`src/rtl/gpio_pkg.sv`:
```
// Shared definitions for the GPIO input conditioner: edge-mode encodings and
// helpers used by the per-channel debouncer and the event-flag logic.
package gpio_pkg;

    typedef enum logic [1:0] {
        EDGE_OFF  = 2'b00,
        EDGE_RISE = 2'b01,
        EDGE_FALL = 2'b10,
        EDGE_BOTH = 2'b11
    } edge_mode_e;

    // The counter has to hold values up to DEBOUNCE_CYCLES-1.
    function automatic int cnt_width(input int cycles);
        return (cycles < 1) ? 1 : $clog2(cycles + 1);
    endfunction

    function automatic logic mode_hit(input logic [1:0] mode, input logic rise, input logic fall);
        logic hit;
        hit = 1'b0;
        case (edge_mode_e'(mode))
            EDGE_RISE: hit = rise;
            EDGE_FALL: hit = fall;
            EDGE_BOTH: hit = rise | fall;
            default:   hit = 1'b0;
        endcase
        return hit;
    endfunction

endpackage

```
`src/rtl/gpio_debounce_channel.sv`:
```
// One GPIO channel: metastability synchroniser, consecutive-cycle debouncer and
// single-cycle rise/fall strobes that coincide with the level update edge.
module gpio_debounce_channel
    import gpio_pkg::*;
#(
    parameter int SYNC_STAGES     = 2,
    parameter int DEBOUNCE_CYCLES = 1000
) (
    input  logic clk,
    input  logic rst,
    input  logic pin,
    output logic level,
    output logic rise,
    output logic fall
);

    localparam int CNT_W = cnt_width(DEBOUNCE_CYCLES);
    localparam logic [CNT_W-1:0] CNT_LAST = CNT_W'(DEBOUNCE_CYCLES - 1);

    logic [SYNC_STAGES-1:0] sync_sr;
    logic                   sync;
    logic [CNT_W-1:0]       cnt;
    logic                   accept;

    assign sync   = sync_sr[SYNC_STAGES-1];
    assign accept = (sync != level) && (cnt == CNT_LAST);
    // Strobes are combinational so the event flag sets on the same edge as level.
    assign rise   = accept && sync;
    assign fall   = accept && !sync;

    always_ff @(posedge clk or posedge rst) begin
        if (rst) begin
            sync_sr <= '0;
            cnt     <= '0;
            level   <= 1'b0;
        end else begin
            sync_sr <= {sync_sr[SYNC_STAGES-2:0], pin};
            if (sync == level) begin
                cnt <= '0;
            end else if (accept) begin
                level <= sync;
                cnt   <= '0;
            end else begin
                cnt <= cnt + CNT_W'(1);
            end
        end
    end

endmodule

```
`src/rtl/gpio_input_conditioner.sv`:
```
// GPIO input front end: per-channel debounced levels, sticky edge-event flags
// with masked CPU clear, and a single interrupt line.
module gpio_input_conditioner
    import gpio_pkg::*;
#(
    parameter int CHANNELS        = 4,
    parameter int SYNC_STAGES     = 2,
    parameter int DEBOUNCE_CYCLES = 1000
) (
    input  logic                  clk,
    input  logic                  rst,
    input  logic [CHANNELS-1:0]   gpio_in,
    input  logic                  enable,
    input  logic [2*CHANNELS-1:0] edge_mode,
    input  logic                  clr_we,
    input  logic [CHANNELS-1:0]   clr_mask,
    output logic [CHANNELS-1:0]   level,
    output logic [CHANNELS-1:0]   event_flag,
    output logic                  irq
);

    logic [CHANNELS-1:0] rise;
    logic [CHANNELS-1:0] fall;
    logic [CHANNELS-1:0] set_bits;
    logic [CHANNELS-1:0] clr_bits;

    for (genvar i = 0; i < CHANNELS; i++) begin : g_ch
        gpio_debounce_channel #(
            .SYNC_STAGES     (SYNC_STAGES),
            .DEBOUNCE_CYCLES (DEBOUNCE_CYCLES)
        ) u_ch (
            .clk   (clk),
            .rst   (rst),
            .pin   (gpio_in[i]),
            .level (level[i]),
            .rise  (rise[i]),
            .fall  (fall[i])
        );
    end

    always_comb begin
        set_bits = '0;
        for (int i = 0; i < CHANNELS; i++) begin
            set_bits[i] = enable && mode_hit(edge_mode[2*i +: 2], rise[i], fall[i]);
        end
    end

    assign clr_bits = clr_we ? clr_mask : '0;

    // Set is OR-ed in after the clear so a coincident event is never lost.
    always_ff @(posedge clk or posedge rst) begin
        if (rst) begin
            event_flag <= '0;
        end else begin
            event_flag <= (event_flag & ~clr_bits) | set_bits;
        end
    end

    assign irq = |event_flag;

endmodule

```
`config.mk`:
```
export PLATFORM = sky130hd
export DESIGN_NAME = gpio_input_conditioner
export DESIGN_NICKNAME = d
export VERILOG_FILES = /design/src/rtl/gpio_pkg.sv /design/src/rtl/gpio_debounce_channel.sv /design/src/rtl/gpio_input_conditioner.sv
export SDC_FILE = /design/constraint.sdc
export NUM_CORES = 1
export LEC_CHECK = 0
export CAP_MARGIN = 20
export CELL_PAD_IN_SITES_DETAIL_PLACEMENT = 0
export CELL_PAD_IN_SITES_GLOBAL_PLACEMENT = 1
export CORE_MARGIN = 2
export CORE_UTILIZATION = 46
export DETAILED_ROUTE_END_ITERATION = 7
export DONT_BUFFER_PORTS = 1
export PLACE_DENSITY_LB_ADDON = 0.08
export REMOVE_ABC_BUFFERS = 1
export SYNTH_ARGS = -nofsm -noshare
export SYNTH_HDL_FRONTEND = slang
export SYNTH_SLANG_ARGS = --single-unit
```
`constraint.sdc`:
```
create_clock -name clk -period 5.1 [get_ports clk]
set_clock_uncertainty 0.2 [all_clocks]
set_input_delay 0.765 -clock clk [delete_from_list [all_inputs] [get_ports clk]]
set_output_delay 0.765 -clock clk [all_outputs]
set_load 0.02 [all_outputs]
```
==> results of run 1 <==
logic make-up after synthesis:
family,count (synthesis)
AOI/OAI and AO/OA,52
DFF,56
muxes,5
buffers and inverters,13
xor gates and xnor gates,17
adders and majority gates,4
and+or+nand+nor,94
metal layers:
metal  share of wire  GRT usage  vias up
met5               0          0        -
met4           0.014     0.0526        0
met3           0.046     0.0466        6
met2            0.43      0.253       32
met1            0.51      0.237      840
li1                -          -      890
cell usage in the layout (no fill, tap or decap), types with 2 or more instances in the layout:
| cell type | n |
|---|---|
| nand4_1 | 9 |
| mux2_2 | 4 |
| a32o_1 | 2 |
| ha_1 | 4 |
| nand3_1 | 14 |
| and3b_1 | 2 |
| o21ai_0 | 18 |
| xnor2_1 | 7 |
| xor2_1 | 10 |
| or4_1 | 6 |
| dfrtp_1 | 56 |
| o31ai_1 | 7 |
| or3_1 | 13 |
| a21oi_1 | 20 |
| nand2_1 | 14 |
| nor2_1 | 19 |
| nand3b_1 | 3 |
| and4_1 | 2 |
| and2_1 | 2 |
| clkbuf_8 | 6 |
| inv_1 | 7 |
layout make-up:
type | instances | area [sq um] | share of cell area
clock buffers | 7 | 86.3 | 0.0316
clock inverters | 1 | 7.51 | 0.00275
inverters | 8 | 30.0 | 0.0110
multi-input cells | 172 | 1100 | 0.404
flip-flops and latches | 56 | 1400 | 0.513
well taps | 72 | 90.1 | 0.0330
repair buffers | 2 | 12.5 | 0.00458
metrics by stage:
step	hold slack, ns	instance area [sq um]	utilization	worst slack [ns]
floorplan	0.131	2530	-	2.76
global placement	0.133	2630	0.484	3.02
detailed placement	0.140	2630	0.484	3.02
CTS	0.159	2730	0.501	2.66
global route	0.168	2730	0.502	2.63
finish	0.156	2730	0.502	2.67
state kept, by name, summed over array words and instances (netlist names):
register / count
g_ch.u_ch.cnt: 40
g_ch.u_ch.sync_sr: 8
event_flag: 4
g_ch.u_ch.level: 4
worst max path at each step:
stage                                        from                             to  slack [ns]  cells after the start
global placement          event_flag[0]$_DFF_PP0_                            irq        3.02                      1
global route              event_flag[0]$_DFF_PP0_                            irq        2.63                      1
detailed placement  g_ch[1].u_ch.cnt[0]$_DFF_PP0_  g_ch[1].u_ch.cnt[3]$_DFF_PP0_        3.02                      4
finish                    event_flag[0]$_DFF_PP0_                            irq        2.67                      1
floorplan                                     rst        event_flag[0]$_DFF_PP0_        2.76                      1
CTS                       event_flag[2]$_DFF_PP0_                            irq        2.66                      1
power by group through the flow:
stage	Combinational, mW	Sequential (mW)	Clock, mW
floorplan	0.0277	0.471	0
global placement	0.0361	0.473	0
detailed placement	0.0359	0.473	0
CTS	0.0361	0.464	0.265
global route	0.0423	0.467	0.279
finish	0.0349	0.464	0.252
==> impl_results.md, run 1 <==
- Largest net degree at the start of global routing: 32
- Worst hold path type: in2async
- Die width: 78.7 um
- Cell Rows: 27
- Cells on worst reg2reg path: 4
- N_diodes: 0
- DR WL/cell: 14.7 um
- Synth-to-Final Area Change: 6.33%
- FF-to-FF End: g_ch[3].u_ch.cnt[2]$_DFF_PP0_
- Setup Buffers After CTS: 0
- Clock tree from TritonCTS: built
- Most used DFF post-synth: dfrtp_1
- Fillers: 513
- # IOs: 29
- Initial antenna violation count: 0
- GRT Residual Overflow: 0
- Vias/cell: 5.56
- Crit-path cells: or4_1
- CP required: 4.14 ns
- FFs w/ async S/R, synth: 1.00
- Pint: 0.578 mW
- Combinational power share: 0.046
- CP max stage delay: 0.64 ns
- CP Capture Type: output port
- RD Place Congestion: 0.730
- Inst Count DP: 309
- Via Count: 1768
- Post-Syn Area per Cell: 10.7 sq um
- DRT Wirelength: 4680 um
- Die Span Y: 78.7 um
- Hold Fails Final Rpt: 0
- Post-CTS sizing: 0
- Initial Utilization: 0.472
- Crit-path max FO: 3
- H-tree depth: 2
- DP HPWL: 3370 um
- Switching share of total power: 0.231
- DRT antenna net count: 0
- WP buf/inv: 0
- CP startpoint kind: flip-flop
- Min Tclk post-route: 2.43 ns
- Core ar.: 5440 sq um
- Register share of total power: 0.618
- Clk network pwr share: 0.336
- CTS Hold Bufs: 0
- Worst-path clk slew: 0.10 ns
- Tot Pwr: 0.751 mW
- DR iter-0 viols: 84
- Flop2flop setup slack: 3.18 ns
- Area leader, netlist: dfrtp_1
- DR DRC count: 0
- Slowest CP cell: or4_1
- Number of port buffers: 0
- Post-synthesis adder-cell area fraction: 0.0195
- Fin nets: 269
- Final setup viols: 0
- Final non-filler cell total: 318
- Peak VDD IR: 130 uV
- Top post-synthesis cells by count: 56 x dfrtp_1, 20 x a21oi_1, 19 x nor2_1
- Final TNS setup: 0 ns
- XOR/XNOR Fraction of Synth Area: 0.0580
- Worst slew pin tran: 0.823 ns
- Post-synth EDFFs: 0
- Status: finished, final reports clean
- Number of global-route vias before repair: 1697
- Slew Limit Headroom: 0.445
- Fin crit share: 0.476
- Unrepaired setup endpoints after global routing: false
- Netlist cell types: 38
- FF+latch count, synth: 56
- Max Slew Vio Count: 0
- Layout cells sized above 1: 0.0976
- Syn Inst Count: 241
- Top-count cell post-synth: dfrtp_1
- Clock root cell: clkbuf_8
- Worst-Skew Late Latency: 0.30 ns
- Die ar.: 6200 sq um
- Worst r2r src: g_ch[3].u_ch.cnt[0]$_DFF_PP0_
- Cell family with most CP delay: simple AND/OR/NAND/NOR gates
- Static leakage: 1.13 nW
- Largest family of logic cells by synthesized area: simple AND/OR/NAND/NOR gates
- Crit path arrival time: 1.46 ns
- Highest clock rate: 0.412 GHz
- Synth Area in Simple Gates: 0.205
- # clock sinks: 56
- Sequential area share after synthesis: 0.546
- CTS Buf Count: 5
- CTS Buffer Depth: 2
- Total track usage: 0.168
- Synth warn: 0
- Critical path class: reg2out
- Synth Area in Compound Gates: 0.124
- Switching power of the nets: 0.174 mW
- Synth top area share: 0.546
- Synth top area cells: dfrtp_1 55%, a21oi_1 3.9%, o21ai_0 3.5%, xor2_1 3.4%, or3_1 3.2%
- First-pass GRT wire length: 8080 um
- Max_cap viols: 0
- PwrDens: 275 nW/um^2
- Multiplexer area fraction after synthesis: 0.0234
- Cell area after synthesis: 2570 sq um
- First-pass DRT Iterations: 4
Power figures use the tool's default switching activity.
==> run 2, diff against run 1 <==
Clock period 5.1 ns to 2.4 ns, I/O delays scaled along.
==> run 2 against run 1 <==
Combinational power rose to 2.5 times the previous value; clock power rose to 2.7 times the previous value; final area rose by 4.7%; non-clock buffer count rose by 10; sequential share of layout area fell by 2.3 points; utilization rose by 2.3 points; first-iteration DRC count fell by 15%; clock-buffer cell count did not move; worst hold slack got worse by 0.14 ns; worst setup slack got worse by 2.3 ns; sequential power rose by 110%.
==> impl_results.md, run 2 (synthesized netlist as in run 1, its figures left out) <==
- Status: finished, final reports clean (unchanged)
- Worst slew pin tran: 0.582 ns (was 0.823 ns)
- Final TNS setup: 0 ns (unchanged)
- Final setup viols: 0 (unchanged)
- Layout cells sized above 1: 0.109 (was 0.0976)
- Die Span Y: 78.7 um (unchanged)
- Setup Buffers After CTS: 0 (unchanged)
- Core ar.: 5440 sq um (unchanged)
- CTS Hold Bufs: 6 (was 0)
- Clock root cell: clkbuf_8 (unchanged)
- DR WL/cell: 14.7 um (about the same)
- DP HPWL: 3420 um (was 3370 um)
- DR DRC count: 0 (unchanged)
- CTS Buffer Depth: 2 (unchanged)
- Most frequent cells in the layout: 56 x dfrtp_1, 20 x a21oi_1, 19 x nor2_1, 18 x o21ai_0 (unchanged)
- Cell Rows: 27 (unchanged)
- Hold Slack: 0.0159 ns (was 0.156 ns)
- Critical path class: reg2out (unchanged)
- Tot Pwr: 1.75 mW (was 0.751 mW)
- Worst hold path type: in2reg (was in2async)
- H-tree depth: 2 (unchanged)
- Inst Count DP: 313 (was 309)
- # IOs: 29 (unchanged)
- First-pass DRT Iterations: 4 (unchanged)
- DR iter-0 viols: 71 (was 84)
- Worst-Skew Late Latency: 0.31 ns (was 0.30 ns)
- Slew Limit Headroom: 0.611 (was 0.445)
- Unrepaired setup endpoints after global routing: false (unchanged)
- Highest clock rate: 0.484 GHz
- Cell family with most CP delay: simple AND/OR/NAND/NOR gates (unchanged)
- Initial Utilization: 0.472 (unchanged)
- Synth-to-Final Area Change: 11.3% (was 6.33%)
- CP required: 1.84 ns (was 4.14 ns)
- Number of port buffers: 0 (unchanged)
- DRT Wirelength: 4810 um (was 4680 um)
- Hold Fails Final Rpt: 0 (unchanged)
- Worst r2r src: g_ch[3].u_ch.cnt[0]$_DFF_PP0_ (unchanged)
- # clock sinks: 56 (unchanged)
- Largest regs: g_ch.u_ch.cnt: 40 flops, g_ch.u_ch.sync_sr: 8 flops (unchanged)
- Fin crit share: 0.860
- N_diodes: 0 (unchanged)
- WP buf/inv: 0 (unchanged)
- Die width: 78.7 um (unchanged)
- Fin nets: 279 (was 269)
- Biggest register: g_ch.u_ch.cnt (unchanged)
- FF/Latch Area: 1400 sq um (unchanged)
- Crit path arrival time: 1.50 ns (was 1.46 ns)
- Max reg flops: 40 (unchanged)
- Vias/cell: 5.67 (was 5.56)
- DRT antenna net count: 0 (unchanged)
- Min Tclk post-route: 2.06 ns
- Fillers: 493 (was 513)
- Min-delay src: enable
- Final non-filler cell total: 328 (was 318)
- Static leakage: 1.19 nW (was 1.13 nW)
- Dpl cell area: 2660 sq um (was 2630 sq um)
- Initial antenna violation count: 0 (unchanged)
- Final Instance Area: 2860 sq um (was 2730 sq um)
- Slowest CP cell: or4_1 (unchanged)
- Post-CTS sizing: 0 (unchanged)
- PwrDens: 613 nW/um^2 (was 275 nW/um^2)
- Peak VDD IR: 377 uV (was 130 uV)
- GRT Residual Overflow: 0 (unchanged)
- Die ar.: 6200 sq um (unchanged)
- Area of the multi-input gates: 1100 sq um (unchanged)
- Max Slew Vio Count: 0 (unchanged)
- Total track usage: 0.174 (was 0.168)
- CTS Buf Count: 5 (unchanged)
- Largest net degree at the start of global routing: 29 (was 32)
- Via Count: 1859 (was 1768)
- CP startpoint kind: flip-flop (unchanged)
- CP Capture Type: output port (unchanged)
- Clock tree from TritonCTS: built (unchanged)
- Number of global-route vias before repair: 1790 (was 1697)
- CP Launch Point: event_flag[2]$_DFF_PP0_ (was event_flag[0]$_DFF_PP0_)
- Worst-path clk slew: 0.10 ns (about the same)
- Crit-path max FO: 3 (unchanged)
- Max_cap viols: 0 (unchanged)
- First-pass GRT wire length: 8490 um (was 8080 um)
- RD Place Congestion: 0.778 (was 0.730)
- Crit-path cells: or4_1 (unchanged)
- CP max stage delay: 0.70 ns (was 0.64 ns)
- Commonest non-fill, non-tap cell in the layout: dfrtp_1 (unchanged)
## run 2: cell types whose count changed in the layout (fill, tap and decap cells not counted), sizes merged
cell,delta
clkinvlp,-1
bufinv,+1
buf,+3
dlygate4sd3,+7
## run 2: stage by stage
step,worst slack (ns),util
final,0.336,0.526
after global routing,0.291,0.526
after CTS,0.325,0.524
after detailed placement,0.560,0.490
after global placement,0.592,0.490
after floorplan,0.469,-
## run 2: path summary, 6_finish.rpt
path	slack, ns	cells past startpoint	end
max	0.34	1	irq
min	0.02	1	event_flag[0]$_DFF_PP0_
max reg2reg	0.56	4	g_ch[3].u_ch.level$_DFFE_PP0P_
min reg2reg	0.15	0	g_ch[2].u_ch.sync_sr[1]$_DFF_PP0_
max in group asynchronous	0.98	3	g_ch[0].u_ch.cnt[0]$_DFF_PP0_
min in group asynchronous	0.35	2	g_ch[2].u_ch.cnt[9]$_DFF_PP0_
## run 2: area by class of cell
class / count / share of cell area
Sequential cell: 56 / 0.490
Multi-Input combinational cell: 172 / 0.386
Timing Repair Buffer: 12 / 0.0376
Clock buffer: 7 / 0.0337
Tap cell: 72 / 0.0315
Clock inverter: 1 / 0.0105
Inverter: 8 / 0.0105
## run 2: report_power, final
part           switching, mW  internal [mW]
sequential            0.0205          0.966
clock                  0.309          0.369
combinational         0.0511         0.0373
## run 2: layer usage
layer / vias to the layer above / global-route usage / routed length [um]
met5: - / 0 / 0
met4: 0 / 0.0474 / 54
met3: 5 / 0.0489 / 261
met2: 40 / 0.260 / 2090
met1: 910 / 0.252 / 2400
li1: 904 / - / -
==> run 3, diff against run 2 <==
Settings changed: CORE_ASPECT_RATIO set to 0.75.
==> run 3 against run 2 <==
Worst hold slack improved by 0.0013 ns; sequential power about the same; maximum frequency increased by 0.85%; critical path type unchanged.
==> impl_results.md, run 3 (synthesized netlist as in run 1, its figures left out) <==
- Clock root cell: clkbuf_8 (unchanged)
- Worst hold path type: in2reg (unchanged)
- Number of global-route vias before repair: 1776 (was 1790)
- DRT antenna net count: 0 (unchanged)
- Initial antenna violation count: 0 (unchanged)
- CTS Buf Count: 5 (unchanged)
- # clock sinks: 56 (unchanged)
- FF/Latch Area: 1400 sq um (unchanged)
- Synth-to-Final Area Change: 9.06% (was 11.3%)
- Most frequent cells in the layout: 56 x dfrtp_1, 20 x a21oi_1, 19 x nor2_1, 18 x o21ai_0 (unchanged)
- Die width: 90.3 um (was 78.7 um)
- Biggest register: g_ch.u_ch.cnt (unchanged)
- DRT Wirelength: 5090 um (was 4810 um)
- Slew Limit Headroom: 0.568 (was 0.611)
- Worst slew pin tran: 0.644 ns (was 0.582 ns)
- Min Tclk post-route: 2.05 ns (was 2.06 ns)
- Hold Fails Final Rpt: 0 (unchanged)
- Layout cells sized above 1: 0.0952 (was 0.109)
- Die Span Y: 68.7 um (was 78.7 um)
- Fin nets: 276 (was 279)
- Largest regs: g_ch.u_ch.cnt: 40 flops, g_ch.u_ch.sync_sr: 8 flops (unchanged)
- Highest clock rate: 0.488 GHz (was 0.484 GHz)
- H-tree depth: 2 (unchanged)
- Max Slew Vio Count: 0 (unchanged)
- N_diodes: 0 (unchanged)
- Number of port buffers: 0 (unchanged)
- Tot Pwr: 1.56 mW (was 1.75 mW)
- Unrepaired setup endpoints after global routing: false (unchanged)
- Core ar.: 5350 sq um (was 5440 sq um)
- First-pass GRT wire length: 8270 um (was 8490 um)
- Total track usage: 0.173 (was 0.174)
- Critical path class: reg2out (unchanged)
- Commonest non-fill, non-tap cell in the layout: dfrtp_1 (unchanged)
- Final setup viols: 0 (unchanged)
- WP buf/inv: 0 (unchanged)
- RD Place Congestion: 0.783 (was 0.778)
- Area of the multi-input gates: 1100 sq um (unchanged)
- DR iter-0 viols: 87 (was 71)
- Fillers: 501 (was 493)
- Worst-path clk slew: 0.09 ns (was 0.10 ns)
- Slowest CP cell: or4_1 (unchanged)
- Max reg flops: 40 (unchanged)
- Cell Rows: 23 (was 27)
- DP HPWL: 3630 um (was 3420 um)
- DR DRC count: 0 (unchanged)
- First-pass DRT Iterations: 4 (unchanged)
- Static leakage: 1.16 nW (was 1.19 nW)
- CP max stage delay: 0.69 ns (was 0.70 ns)
- PwrDens: 555 nW/um^2 (was 613 nW/um^2)
- # IOs: 29 (unchanged)
- Initial Utilization: 0.480 (was 0.472)
- Crit path arrival time: 1.49 ns (was 1.50 ns)
- Vias/cell: 5.74 (was 5.67)
- CP required: 1.84 ns (about the same)
- Crit-path max FO: 3 (unchanged)
- Crit-path cells: or4_1 (unchanged)
- Clock tree from TritonCTS: built (unchanged)
- Peak VDD IR: 319 uV (was 377 uV)
- Final TNS setup: 0 ns (unchanged)
- CP Capture Type: output port (unchanged)
- Cell family with most CP delay: simple AND/OR/NAND/NOR gates (unchanged)
- Largest net degree at the start of global routing: 33 (was 29)
- Die ar.: 6200 sq um (about the same)
- Fin crit share: 0.853 (was 0.860)
- CP startpoint kind: flip-flop (unchanged)
- GRT Residual Overflow: 0 (unchanged)
- CTS Buffer Depth: 2 (unchanged)
- DR WL/cell: 15.6 um (was 14.7 um)
- Via Count: 1877 (was 1859)
- Status: finished, final reports clean (unchanged)
- Worst-Skew Late Latency: 0.30 ns (was 0.31 ns)
- Max_cap viols: 0 (unchanged)
run 3: cell types whose count changed in the layout (fill, tap and decap cells not counted):
| cell | before | now |
|---|---|---|
| clkbuf_1 | 0 | 1 |
| buf_4 | 5 | 2 |
| dlygate4sd3_1 | 7 | 6 |
| buf_12 | 0 | 1 |
| clkbuf_8 | 7 | 5 |
| clkinv_2 | 0 | 1 |
| bufinv_16 | 1 | 0 |
run 3: metrics by stage:
stage | instances | setup slack, ns | instance area [sq um] | hold slack, ns | util
floorplan | 236 | 0.469 | 2530 | 0.131 | -
global placement | 314 | 0.611 | 2660 | 0.116 | 0.498
detailed placement | 314 | 0.567 | 2660 | 0.123 | 0.498
CTS | 327 | 0.330 | 2800 | 0.00954 | 0.523
global route | 327 | 0.318 | 2800 | 0.00115 | 0.523
finish | 327 | 0.353 | 2800 | 0.0172 | 0.523
run 3: area by class of cell:
| class | count | area share |
|---|---|---|
| sequential | 56 | 0.500 |
| multi-input combinational | 172 | 0.394 |
| timing repair buffer | 9 | 0.0339 |
| tap | 75 | 0.0335 |
| clock buffer | 6 | 0.0259 |
| inverter | 8 | 0.0107 |
| clock inverter | 1 | 0.00179 |
run 3: metal layers:
layer  part of all wire  track usage  up-vias  routed length (um)
met5                  0            0        -                   0
li1                   -            -      895                   -
met4              0.020       0.0846        0                 102
met2               0.48        0.302       44                2450
met1               0.46        0.208      929                2320
met3              0.043       0.0413        9                 220
run 3: what timing repair did:
action | CTS | global route
buffers inserted | 0 | 0
gates resized for setup | 0 | 0
hold buffers | 6 | 0
hold endpoints to repair | 30 | 0
run 3: power by group:
part	internal (mW)	switching, mW
Sequential	0.966	0.0209
Combinational	0.0364	0.0515
Clock	0.199	0.281
Total	1.20	0.354
run 3: path summary, 6_finish.rpt:
check	to	from	slack (ns)	depth (start not counted)
max	irq	event_flag[2]$_DFF_PP0_	0.35	1
min	event_flag[2]$_DFF_PP0_	enable	0.02	1
max reg2reg	g_ch[1].u_ch.level$_DFFE_PP0P_	g_ch[1].u_ch.level$_DFFE_PP0P_	0.53	3
min reg2reg	g_ch[1].u_ch.sync_sr[1]$_DFF_PP0_	g_ch[1].u_ch.sync_sr[0]$_DFF_PP0_	0.16	0
max in group asynchronous	g_ch[2].u_ch.cnt[9]$_DFF_PP0_	rst	1.09	3
min in group asynchronous	g_ch[0].u_ch.sync_sr[1]$_DFF_PP0_	rst	0.36	2
